### src/rtl/univ_reg_pkg.sv
// Mode encodings for the universal shift/count register, shared by RTL and benches.
package univ_reg_pkg;
    localparam int MODE_W = 3;

    localparam logic [MODE_W-1:0] MODE_HOLD = 3'b000;
    localparam logic [MODE_W-1:0] MODE_SHR  = 3'b001;
    localparam logic [MODE_W-1:0] MODE_SHL  = 3'b010;
    localparam logic [MODE_W-1:0] MODE_LOAD = 3'b011;
    localparam logic [MODE_W-1:0] MODE_UP   = 3'b100;
    localparam logic [MODE_W-1:0] MODE_DN   = 3'b101;
    localparam logic [MODE_W-1:0] MODE_ROTR = 3'b110;
    localparam logic [MODE_W-1:0] MODE_ROTL = 3'b111;
endpackage

### src/rtl/univ_reg_cell.sv
// One bit of the universal register: 8:1 next-state mux into an async-reset DFF.
// cand[k] is the next value of this bit when mode == k.
module univ_reg_cell
    import univ_reg_pkg::*;
#(
    parameter logic RST_BIT = 1'b0
) (
    input  logic              clock,
    input  logic              reset_b,
    input  logic              en,
    input  logic              clr,
    input  logic [MODE_W-1:0] mode,
    input  logic [7:0]        cand,
    output logic              q
);
    logic nxt;

    // Unknown mode values fall through to hold.
    always_comb begin
        nxt = cand[MODE_HOLD];
        case (mode)
            MODE_SHR:  nxt = cand[MODE_SHR];
            MODE_SHL:  nxt = cand[MODE_SHL];
            MODE_LOAD: nxt = cand[MODE_LOAD];
            MODE_UP:   nxt = cand[MODE_UP];
            MODE_DN:   nxt = cand[MODE_DN];
            MODE_ROTR: nxt = cand[MODE_ROTR];
            MODE_ROTL: nxt = cand[MODE_ROTL];
            default:   nxt = cand[MODE_HOLD];
        endcase
    end

    always_ff @(posedge clock or negedge reset_b) begin
        if (!reset_b)
            q <= RST_BIT;
        else if (clr)
            q <= RST_BIT;
        else if (en)
            q <= nxt;
    end
endmodule

### src/rtl/univ_shift_count_reg.sv
// Universal register: hold/shift/load/count/rotate, WIDTH cells built by generate.
// Define UNIV_REG_SYNC_CLR_EN to add the synchronous clr port.
module univ_shift_count_reg
    import univ_reg_pkg::*;
#(
    parameter int               WIDTH     = 4,
    parameter logic [WIDTH-1:0] RESET_VAL = '0
) (
    input  logic              clock,
    input  logic              reset_b,
    input  logic              en,
`ifdef UNIV_REG_SYNC_CLR_EN
    input  logic              clr,
`endif
    input  logic [MODE_W-1:0] mode,
    input  logic [WIDTH-1:0]  d,
    input  logic              si_r,
    input  logic              si_l,
    output logic [WIDTH-1:0]  q,
    output logic [WIDTH-1:0]  qb,
    output logic              so_r,
    output logic              so_l,
    output logic              tc
);
    logic                  clr_i;
    logic [WIDTH-1:0]      inc_v, dec_v, shr_v, shl_v, rotr_v, rotl_v;
    logic [WIDTH-1:0][7:0] cand;

`ifdef UNIV_REG_SYNC_CLR_EN
    assign clr_i = clr;
`else
    assign clr_i = 1'b0;
`endif

    assign inc_v  = q + 1'b1;
    assign dec_v  = q - 1'b1;
    assign shr_v  = {si_r, q[WIDTH-1:1]};
    assign shl_v  = {q[WIDTH-2:0], si_l};
    assign rotr_v = {q[0], q[WIDTH-1:1]};
    assign rotl_v = {q[WIDTH-2:0], q[WIDTH-1]};

    // Candidate bit order matches the mode encoding (bit k selected by mode k).
    for (genvar i = 0; i < WIDTH; i++) begin : g_cell
        assign cand[i] = {rotl_v[i], rotr_v[i], dec_v[i], inc_v[i],
                          d[i], shl_v[i], shr_v[i], q[i]};

        univ_reg_cell #(.RST_BIT(RESET_VAL[i])) u_cell (
            .clock   (clock),
            .reset_b (reset_b),
            .en      (en),
            .clr     (clr_i),
            .mode    (mode),
            .cand    (cand[i]),
            .q       (q[i])
        );
    end

    assign qb   = ~q;
    assign so_r = q[0];
    assign so_l = q[WIDTH-1];
    // tc flags that the next enabled edge wraps the counter.
    assign tc   = en && (((mode == MODE_UP) && (&q)) || ((mode == MODE_DN) && (q == '0)));
endmodule

### config.mk
export PLATFORM = sky130hd
export DESIGN_NAME = univ_shift_count_reg
export DESIGN_NICKNAME = d
export VERILOG_FILES = /design/src/rtl/univ_reg_pkg.sv /design/src/rtl/univ_reg_cell.sv /design/src/rtl/univ_shift_count_reg.sv
export SDC_FILE = /design/constraint.sdc
export NUM_CORES = 1
export LEC_CHECK = 0
export ABC_CLOCK_PERIOD_IN_PS = 1450
export BUFFER_PORTS_ARGS = -buffer_cell sky130_fd_sc_hd__buf_4
export CORE_UTILIZATION = 42
export DETAILED_ROUTE_END_ITERATION = 10
export PLACE_DENSITY_LB_ADDON = 0.3
export SKIP_LAST_GASP = 1
export SLEW_MARGIN = 30
export SYNTH_ARGS = -nofsm -noshare
export SYNTH_HDL_FRONTEND = slang
export SYNTH_SLANG_ARGS = --single-unit
export TNS_END_PERCENT = 5
### constraint.sdc
create_clock -name clock -period 1.45 [get_ports clock]
set_input_delay 0.29 -clock clock [delete_from_list [all_inputs] [get_ports clock]]
set_output_delay 0.29 -clock clock [all_outputs]
set_load 0.03 [all_outputs]
==> impl_metrics.csv <==
group,metric,value,unit
setup_path,cp_cell_sequence,"ha_2 > nand2_1 > o22a_1 > nor3b_4 > buf_6",
grt,global_route.usage.total,0.258,
timing,finalWorstSetupSlack,-0.305,ns
setup_path,rr_worst_depth,6,
final_layout,largest_register_ff_count,4,
grt,first_global_vias,615,
grt,grt.overflow.total,0,
setup_path,cpLargestDelayFamily,"flip-flops",
grt,antenna_violations_before_repair,0,
clocking,clk_pin_slew_worst_paths,0.04,ns
hold_path,worstHoldPathType,"in -> async",
synth,asyncSetResetFlopFracSynth,1.00,
final_layout,stdcell_count,134,
routing,ant_nets,0,
routing,remaining_drc_errors,0,
synth,post_synth_inst_count,77,
status,failing_checks,"setup timing",
timing,max-slew-margin-rel,0.760,
clocking,root_buffer,"clkbuf_4",
final_layout,finalInstanceArea,972,µm²
timing,finalSetupViolations,7,
floorplan,top_level_ports,23,
synth,yosys.cell_types.count,39,
final_layout,reg_top3,"g_cell.u_cell.q x4",
final_layout,num-nets-final,135,
synth,synth_enable_flop_cells,0,
timing,clock.fmax,570,MHz
pwr,vdd.ir_drop.worst,0.000520,V
placed_design,portBuffers,22,
pwr,total_power,0.961,mW
synth,synth_mux_area_frac,0.0365,
setup_path,critical-path-max-stage-delay,0.41,ns
synth,synthTopCellsByArea,"dfrtp_1 17%, buf_4 6.4%, ha_1 6.4%",
final_layout,layout_common_cells,"46 x buf_4, 8 x nand2_1, 6 x nor2_1",
timing,min_cycle_time_layout,1.75,ns
placed_design,placed_area,906,µm²
timing,final-max-slew-violation-count,0,
setup_path,critical_path.slowest_cell,"dfrtp_2",
setup_path,worstPathBufferInverterCount,1,
floorplan,placement_rows,13,
status,outcome,"finished, violations left",
setup_path,setup.worst_path.class,"reg -> out",
floorplan,floorplan.initialDensity,0.448,
clocking,cts_htree_levels,1,
synth,netlist.area_leader.share,0.172,
setup_path,timing.reg2reg.setup_slack,-0.21,ns
setup_path,critPathArrivalTime,1.46,ns
synth,yosysWarningCount,0,
synth,yosys_register_bits,4,
grt,largest_net_degree_at_the_start_of_global_routing,19,
final_layout,num_antenna_cells,0,
timing,rsz0062_at_grt,"yes",
flow_run,max_cap_viol_count,0,
routing,drt_pass1_iterations,5,
floorplan,die_w,39.3,µm
setup_path,critical_path.startpoint_type,"flop",
grt,grt_first_pass_wirelength,2.62,mm
final_layout,most_common_cell_after_layout_fill_and_taps_aside,"buf_4",
clocking,cts_tree,"done",
clocking,tritoncts_num_sinks,4,
placed_design,dp_hpwl,1.27,mm
synth,synth_area_per_cell,7.57,µm²
final_layout,layout.filler_cells,102,
placed_design,gp_routability_congestion,0.881,
setup_path,cp.required,1.16,ns
synth,simple_logic_cell_fraction_of_the_synthesized_area,0.275,
routing,vias,722,
synth,synth_area_leader_cell,"dfrtp_1",
setup_path,critPathMaxFanout,5,
routing,viasPerCell,5.39,
synth,xor_xnor_share_of_the_synthesized_area,0.0150,
synth,post_synth_fa_ha_maj_area_fraction,0.0644,
final_layout,final_core_util,0.747,
routing,average_wire_per_standard_cell,13.0,µm
setup_path,critical_path.reg2reg.startpoint,"g_cell[0].u_cell.q$_DFFE_PN0P_",
timing,timing.clock.skew,0.00889,ns
floorplan,dieArea,1540,µm²
final_layout,regMostFlops,"g_cell.u_cell.q",
synth,syn_nets,92,
timing,worst_pin_slew,0.357,ns
final_layout,layout-area-overhead-vs-synth,66.7,%
placed_design,placed_cells_incl_taps,126,
floorplan,height_of_the_die,39.3,µm
floorplan,coreArea,1300,µm²
synth,yosysSeqAreaShare,0.172,
placed_design,pre_cts_slack,-0.108,ns
synth,primary_ff_master_synth,"dfrtp_1",
routing,totalWireLength,1.74,mm
setup_path,setup.worst_path.end_class,"primary output",
clocking,cts_buffer_depth,2,
setup_path,reg2reg_to,"g_cell[3].u_cell.q$_DFFE_PN0P_",
synth,mappedNetlistArea,583,µm²
timing,finalHoldViolCount,0,
pwr,powerDensity,988,nW/µm²
pwr,leakage,0.462,nW
clocking,cts_made_buffers,3,
routing,drt_iter0_drc,25,
synth,synth-compound-area-share,0.298,
final_layout,post_route_cells_drive_above_1_share,0.504,
synth,synth_top_family_by_area,"compound AO/OA/AOI/OAI gates",
timing,post-route-period-util,1.21,
clocking,clkLatencyLatePin,0.24,ns
-- report_power, final --
part           internal, mW  switching, mW  leakage, nW
registers             0.137         0.0378       0.0459
logic                 0.313          0.321        0.401
clock network         0.103         0.0494       0.0150
-- area by class of cell --
| type | count | area (µm²) | area share |
|---|---|---|---|
| clock buffer | 4 | 26.3 | 0.0270 |
| inverter | 6 | 30.0 | 0.0309 |
| multi-input combinational | 57 | 428 | 0.440 |
| sequential | 4 | 103 | 0.106 |
| tap | 15 | 18.8 | 0.0193 |
| timing repair buffer | 48 | 367 | 0.377 |
-- how the worst max path moves through the flow --
| stage | end | depth (start not counted) | start | slack [ns] |
|---|---|---|---|---|
| 4_1_cts | tc | 5 | g_cell[0].u_cell.q$_DFFE_PN0P_ | -0.31 |
| 6_report | tc | 5 | g_cell[0].u_cell.q$_DFFE_PN0P_ | -0.30 |
| 5_1_grt | tc | 5 | g_cell[0].u_cell.q$_DFFE_PN0P_ | -0.38 |
| 2_1_floorplan | g_cell[1].u_cell.q$_DFFE_PN0P_ | 6 | g_cell[0].u_cell.q$_DFFE_PN0P_ | -0.27 |
| 3_3_place_gp | tc | 6 | g_cell[1].u_cell.q$_DFFE_PN0P_ | -0.05 |
| 3_5_place_dp | tc | 5 | g_cell[1].u_cell.q$_DFFE_PN0P_ | -0.11 |
-- timing repair --
| item | 4_1_cts | 5_1_grt |
|---|---|---|
| buffers inserted | 2 | 1 |
| endpoints found under the hold margin | 4 | 0 |
| setup endpoints to repair | 6 | 7 |
| resized for setup | 3 | 0 |
| hold buffers | 1 | 0 |
| pin swaps | 0 | 0 |
-- kinds of logic after synthesis --
group	count (synthesis)
simple gates	28
compound gates	23
buf+inv	16
flops	4
fa+ha+maj	3
mux	2
xor+xnor	1
-- stage by stage --
step	hold slack, ns	TNS [ns]
after floorplan	-0.00559	-0.826
after global placement	0.0851	-0.0991
after detailed placement	0.0868	-0.317
after CTS	0.380	-0.671
after global routing	0.392	-1.36
final	0.391	-0.936
-- routing by layer --
layer  global-route usage  routed length (µm)  up-vias
li1                     -                   -      366
met1                0.299                 763      324
met2                0.458                 894       32
met3               0.0568                  79        0
met4               0.0948                   0        0
met5                    0                   0        -
-- Yosys cell counts (2+ instances only) --
library cell / count
nand2_1: 8
inv_1: 6
nor2_1: 6
buf_4: 5
dfrtp_1: 4
nand2b_1: 4
a21oi_1: 3
clkbuf_1: 3
ha_1: 3
o21ai_0: 3
a31oi_1: 2
a32oi_1: 2
buf_2: 2
Power figures use the tool's default switching activity.
